==> config.mk <==
export PLATFORM = sky130hd
export DESIGN_NAME = inst_fetch_mem_flat
export DESIGN_NICKNAME = d
export VERILOG_FILES = /design/src/rtl/inst_fetch_mem_if.sv /design/src/rtl/inst_fetch_mem.sv /design/src/flat_wrapper.sv
export SDC_FILE = /design/constraint.sdc
export NUM_CORES = 1
export LEC_CHECK = 0
export CELL_PAD_IN_SITES_DETAIL_PLACEMENT = 2
export CELL_PAD_IN_SITES_GLOBAL_PLACEMENT = 2
export CORE_MARGIN = 10
export CORE_UTILIZATION = 33
export CTS_BUF_LIST = sky130_fd_sc_hd__clkbuf_16
export CTS_CLUSTER_DIAMETER = 60
export DETAILED_ROUTE_END_ITERATION = 16
export GPL_ROUTABILITY_DRIVEN = 1
export GPL_TIMING_DRIVEN = 0
export HOLD_SLACK_MARGIN = 0.08
export PLACE_DENSITY_LB_ADDON = 0.1
export SYNTH_ARGS = -nofsm -noshare
export SYNTH_HDL_FRONTEND = slang
export SYNTH_SLANG_ARGS = --single-unit
==> constraint.sdc <==
create_clock -name clk -period 5.5 [get_ports clk]
set_clock_uncertainty 0.05 [all_clocks]
set_input_delay 0.55 -clock clk [delete_from_list [all_inputs] [get_ports clk]]
set_output_delay 0.55 -clock clk [all_outputs]
set_load 0.03 [all_outputs]
==> src/rtl/inst_fetch_mem_if.sv <==
`default_nettype none
// ============================================================================
// inst_fetch_mem_if : PC-stage, byte-memory and IF/ID signals of the fetch unit
// Revision 1.0
// ============================================================================
interface inst_fetch_mem_if #(
  parameter int ADDR_WIDTH     = 32,
  parameter int MEM_ADDR_WIDTH = 17
);
  logic                      rdy;
  logic [ADDR_WIDTH-1:0]     if_pc;
  logic                      if_ce;
  logic                      if_stall;
  logic                      flush;
  logic [MEM_ADDR_WIDTH-1:0] mem_a;
  logic                      mem_rd_en;
  logic [7:0]                mem_din;
  logic                      id_valid;
  logic                      id_ready;
  logic [31:0]               id_inst;
  logic [ADDR_WIDTH-1:0]     id_pc;

  modport slave (
    input  rdy, if_pc, if_ce, flush, mem_din, id_ready,
    output if_stall, mem_a, mem_rd_en, id_valid, id_inst, id_pc
  );

  modport master (
    output rdy, if_pc, if_ce, flush, mem_din, id_ready,
    input  if_stall, mem_a, mem_rd_en, id_valid, id_inst, id_pc
  );
endinterface
`default_nettype wire

==> src/rtl/inst_fetch_mem.sv <==
`default_nettype none
// ============================================================================
// inst_fetch_mem : fetches a 32-bit instruction as four little-endian byte reads
// Revision 1.0
// ============================================================================
module inst_fetch_mem #(
  parameter int          ADDR_WIDTH     = 32,
  parameter int          MEM_ADDR_WIDTH = 17,
  parameter logic [31:0] NOP_INST       = 32'h00000013
) (
  input  logic              clk,
  input  logic              rst,
  inst_fetch_mem_if.slave   bus
);

  typedef enum logic [2:0] {
    S_IDLE = 3'd0,
    S_A0   = 3'd1,
    S_A1   = 3'd2,
    S_A2   = 3'd3,
    S_A3   = 3'd4,
    S_L3   = 3'd5,
    S_OUT  = 3'd6
  } state_t;

  state_t                    r_state;
  logic [ADDR_WIDTH-1:0]     r_fetch_pc;
  logic [MEM_ADDR_WIDTH-1:0] r_mem_a;
  logic                      r_mem_rd_en;
  logic [7:0]                r_b0, r_b1, r_b2;
  logic                      r_id_valid;
  logic [31:0]               r_id_inst;
  logic [ADDR_WIDTH-1:0]     r_id_pc;

  logic [MEM_ADDR_WIDTH-1:0] w_base;
  logic                      w_take_new;
  logic                      w_accept;

  assign w_base     = r_fetch_pc[MEM_ADDR_WIDTH-1:0];
  // A new pc is taken from IDLE, or from OUT in the same edge the instruction is consumed
  assign w_take_new = (r_state == S_IDLE) || ((r_state == S_OUT) && bus.id_ready);
  assign w_accept   = w_take_new && bus.if_ce && !bus.flush;

  always_ff @(posedge clk or posedge rst) begin
    if (rst) begin
      r_state     <= S_IDLE;
      r_fetch_pc  <= '0;
      r_mem_a     <= '0;
      r_mem_rd_en <= 1'b0;
      r_b0        <= 8'h00;
      r_b1        <= 8'h00;
      r_b2        <= 8'h00;
      r_id_valid  <= 1'b0;
      r_id_inst   <= NOP_INST;
      r_id_pc     <= '0;
    end else if (bus.rdy) begin
      if (bus.flush) begin
        r_state     <= S_IDLE;
        r_id_valid  <= 1'b0;
        r_mem_rd_en <= 1'b0;
      end else begin
        case (r_state)
          S_A0: begin
            r_mem_a <= w_base + MEM_ADDR_WIDTH'(1);
            r_state <= S_A1;
          end
          S_A1: begin
            r_b0    <= bus.mem_din;
            r_mem_a <= w_base + MEM_ADDR_WIDTH'(2);
            r_state <= S_A2;
          end
          S_A2: begin
            r_b1    <= bus.mem_din;
            r_mem_a <= w_base + MEM_ADDR_WIDTH'(3);
            r_state <= S_A3;
          end
          S_A3: begin
            r_b2        <= bus.mem_din;
            r_mem_rd_en <= 1'b0;
            r_state     <= S_L3;
          end
          S_L3: begin
            r_id_inst  <= {bus.mem_din, r_b2, r_b1, r_b0};
            r_id_pc    <= r_fetch_pc;
            r_id_valid <= 1'b1;
            r_state    <= S_OUT;
          end
          S_OUT: begin
            if (bus.id_ready) begin
              r_id_valid <= 1'b0;
              r_state    <= S_IDLE;
            end
          end
          default: ;
        endcase
        if (w_accept) begin
          r_fetch_pc  <= bus.if_pc;
          r_mem_a     <= bus.if_pc[MEM_ADDR_WIDTH-1:0];
          r_mem_rd_en <= 1'b1;
          r_state     <= S_A0;
        end
      end
    end
  end

  assign bus.if_stall  = (r_state != S_IDLE) && !((r_state == S_OUT) && bus.id_ready);
  assign bus.mem_a     = r_mem_a;
  assign bus.mem_rd_en = r_mem_rd_en;
  assign bus.id_valid  = r_id_valid;
  assign bus.id_inst   = r_id_inst;
  assign bus.id_pc     = r_id_pc;

endmodule
`default_nettype wire
==> src/flat_wrapper.sv <==
// flat-port wrapper written by rule: the top's interface ports become plain ports
module inst_fetch_mem_flat 
#(
  parameter int          ADDR_WIDTH     = 32,
  parameter int          MEM_ADDR_WIDTH = 17,
  parameter logic [31:0] NOP_INST       = 32'h00000013
)
  (clk, rst, bus_rdy, bus_if_pc, bus_if_ce, bus_flush, bus_mem_din, bus_id_ready, bus_if_stall, bus_mem_a, bus_mem_rd_en, bus_id_valid, bus_id_inst, bus_id_pc);
  inst_fetch_mem_if #(.ADDR_WIDTH(ADDR_WIDTH), .MEM_ADDR_WIDTH(MEM_ADDR_WIDTH)) bus_i ();
  input  logic clk;
  input  logic rst;
  input wire logic [$bits(bus_i.rdy)-1:0] bus_rdy;
  input wire logic [$bits(bus_i.if_pc)-1:0] bus_if_pc;
  input wire logic [$bits(bus_i.if_ce)-1:0] bus_if_ce;
  input wire logic [$bits(bus_i.flush)-1:0] bus_flush;
  input wire logic [$bits(bus_i.mem_din)-1:0] bus_mem_din;
  input wire logic [$bits(bus_i.id_ready)-1:0] bus_id_ready;
  output wire logic [$bits(bus_i.if_stall)-1:0] bus_if_stall;
  output wire logic [$bits(bus_i.mem_a)-1:0] bus_mem_a;
  output wire logic [$bits(bus_i.mem_rd_en)-1:0] bus_mem_rd_en;
  output wire logic [$bits(bus_i.id_valid)-1:0] bus_id_valid;
  output wire logic [$bits(bus_i.id_inst)-1:0] bus_id_inst;
  output wire logic [$bits(bus_i.id_pc)-1:0] bus_id_pc;
  assign bus_i.rdy = bus_rdy;
  assign bus_i.if_pc = bus_if_pc;
  assign bus_i.if_ce = bus_if_ce;
  assign bus_i.flush = bus_flush;
  assign bus_i.mem_din = bus_mem_din;
  assign bus_i.id_ready = bus_id_ready;
  assign bus_if_stall = bus_i.if_stall;
  assign bus_mem_a = bus_i.mem_a;
  assign bus_mem_rd_en = bus_i.mem_rd_en;
  assign bus_id_valid = bus_i.id_valid;
  assign bus_id_inst = bus_i.id_inst;
  assign bus_id_pc = bus_i.id_pc;
  inst_fetch_mem #(.ADDR_WIDTH(ADDR_WIDTH), .MEM_ADDR_WIDTH(MEM_ADDR_WIDTH), .NOP_INST(NOP_INST)) u_core (.clk(clk), .rst(rst), .bus(bus_i));
endmodule
==> run metrics <==
slowest stage delay, CP=0.55 ns; design area=8230 µm²; Final nets=699; critical path class=register to register; CTS resizes=0; row count=49; antenna cell count=0; I/O pin count=130; Slowest-stage cell, CP=o21ai_1; CTS tree=yes; Synth Area per Inst=11.9 µm²; register area share after synthesis=0.594; clock buffer depth=2; Final Wtd Congestion=0.740; status=finished clean; Max Cap Violations=0; unique cell type count in the Yosys netlist=49; vias per cell=5.00; Mapped Area=5990 µm²; CP required=5.78 ns; Startpoint Class=register; Cells after Synth=503; hold path depth=2; Area growth syn-to-layout=37.3%; maximum vdd drop=217 µV; Worst-path clk slew=0.07 ns; Worst R2R End=u_core.bus.mem_a[6]; DRT Pass-1 Iters=4; total clock buffers created by CTS=17; Worst EP arrival=3.25 ns; Fillers=1,807; worst-skew pair later-pin latency=0.42 ns; die width=155 µm; unrepaired setup endpoints after global routing=no; die area=24,000 µm²; Final WS setup=2.52 ns; Worst R2R Start=u_core.r_state[1]; worst slew pin tran=0.915 ns; crit-path max FO=10; ANT nets after route=0; Top cell by count, worst path=nand2_1; yosys warns=0; buffers and inverters on the worst path=1; final period utilization=0.541; worst hold path type=primary input to register; global-route wire length before repair=30,100 µm; fmax=336 MHz; Final HPWL DP=13,300 µm; # Post-CTS Setup Buffers=0; Place WS=2.47 ns; HP Start=bus_flush; initial DRC count=163; Async SR Flop Fraction=1.00; starting density of the core=0.335; Hold Violations, Final=0; H-tree depth=4; CTS Hold Bufs=0; Total Routing Usage GR=0.158; layout cells sized above 1=0.221; R2R cell count=10; count of pins over their slew limit=0; grt total ovfl=0; Fin Setup TNS=0 ns; routed len/inst=20.9 µm; worst hold endpoint=u_core.bus.mem_rd_en; DR vias=4,461; CP Capture Type=register; total power=0.00314 W; power density cells=382 nW/µm²; Clock Sink Count=142; Hold Slack=0.418 ns; Core ar.=17,900 µm²; largest net degree at the start of global routing=77; Top delay family on crit path=compound AO/OA/AOI/OAI gates; Slew headroom=0.386; setup slack, reg-to-reg=2.52 ns; Root Buffer=clkbuf_16; input/output buffers=128; Pleak=3.79 nW; final setup fails=0; Mapped Nets=551; placed cell area=7590 µm²; ys flop type=dfrtp_1; commonest cells after routing, fill and taps aside=dfrtp_1 (139), clkdlybuf4s50_1 (128), nand2_1 (113), mux2_2 (88); Period minus WS final=2.98 ns; vias in the first global route=5,178; most common cell after layout, fill and taps aside=dfrtp_1; Yosys reg bits=142; initial antenna violation count=0; Die Height=155 µm; cell breakdown of the critical path=buf_2 > nor2b_1 > nand2_1 > xnor2_1 > ha_1 > nand2_1 > o21ai_1 > nand2_1 > xor2_1 > a211oi_1; Routed WL=18,700 µm; EDFF count, synth=0; drt drc=0
==> synth_stat cells (2+ instances only) <==
library cell / instances / share of area
a211oi_1: 4 / 0.0050
a21oi_1: 8 / 0.0067
a22oi_1: 9 / 0.011
and3_1: 5 / 0.0052
and4_1: 2 / 0.0029
buf_2: 9 / 0.0075
buf_4: 6 / 0.0075
clkbuf_1: 10 / 0.0063
dfrtp_1: 139 / 0.58
dfstp_2: 3 / 0.013
ha_1: 2 / 0.0042
inv_1: 6 / 0.0038
mux2_2: 88 / 0.17
nand2_1: 113 / 0.071
nand2b_1: 2 / 0.0021
nand3_1: 5 / 0.0042
nand4_1: 2 / 0.0021
nor2_1: 13 / 0.0081
nor2b_1: 3 / 0.0031
nor3_1: 7 / 0.0058
nor3b_2: 2 / 0.0042
nor4_1: 3 / 0.0031
nor4b_1: 2 / 0.0029
o211ai_1: 2 / 0.0025
o21ai_0: 17 / 0.014
o21ai_1: 2 / 0.0017
o22ai_1: 2 / 0.0021
o311a_1: 2 / 0.0033
o31ai_1: 2 / 0.0025
xnor2_1: 8 / 0.012
xor2_1: 7 / 0.010
==> state kept, by name (all words and copies together) (netlist names) <==
name and cells:
u_core.bus.id_inst 32, u_core.bus.id_pc 32, u_core.bus.id_valid 1, u_core.bus.mem_a 17, u_core.bus.mem_rd_en 1, u_core.r_b0 8, u_core.r_b1 8, u_core.r_b2 8
u_core.r_fetch_pc 32, u_core.r_state 3
==> power breakdown <==
part           switching (W)  total, W  internal, W
logic               0.000330  0.000583     0.000253
clock network       0.000484   0.00125     0.000767
registers           0.000118   0.00131      0.00119
==> area by class of cell <==
class,count,area [µm²],share of cell area
buffer,26,139,0.0169
sequential,142,3560,0.432
multi-input combinational,329,2270,0.276
clock buffer,17,425,0.0517
timing repair buffer,129,1310,0.159
tap,229,287,0.0348
clock inverter,15,210,0.0255
inverter,6,27.5,0.00334
==> cells by family after synthesis <==
family	share of synthesized area
DFF	0.594
buffers and inverters	0.0269
muxes	0.167
and+or+nand+nor	0.122
xor gates and xnor gates	0.0219
AOI/OAI and AO/OA	0.0641
adders and majority gates	0.00417
==> routing by layer <==
metal	track usage	share of wire
met1	0.183	0.42
met2	0.274	0.51
met3	0.0549	0.055
met4	0.0391	0.0085
met5	0	0
==> stage by stage <==
step,util,std cells
3_5_place_dp,0.424,861
4_1_cts,0.460,893
6_report,0.460,893
5_1_grt,0.460,893
3_3_place_gp,0.422,860
2_1_floorplan,-,503
==> worst max path at each step <==
stage	from	slack, ns	end	depth (start not counted)
3_5_place_dp	bus_rdy	2.47	u_core.bus.mem_a[10]	9
4_1_cts	u_core.r_state[1]	2.50	u_core.bus.mem_a[6]	10
6_report	u_core.r_state[1]	2.52	u_core.bus.mem_a[6]	10
3_3_place_gp	rst	-1.06	u_core.r_fetch_pc[27]	2
5_1_grt	u_core.r_state[1]	2.29	u_core.bus.mem_a[6]	10
2_1_floorplan	rst	1.10	u_core.bus.id_inst[10]	1
Note: power is estimated with default switching activity, not from simulation.
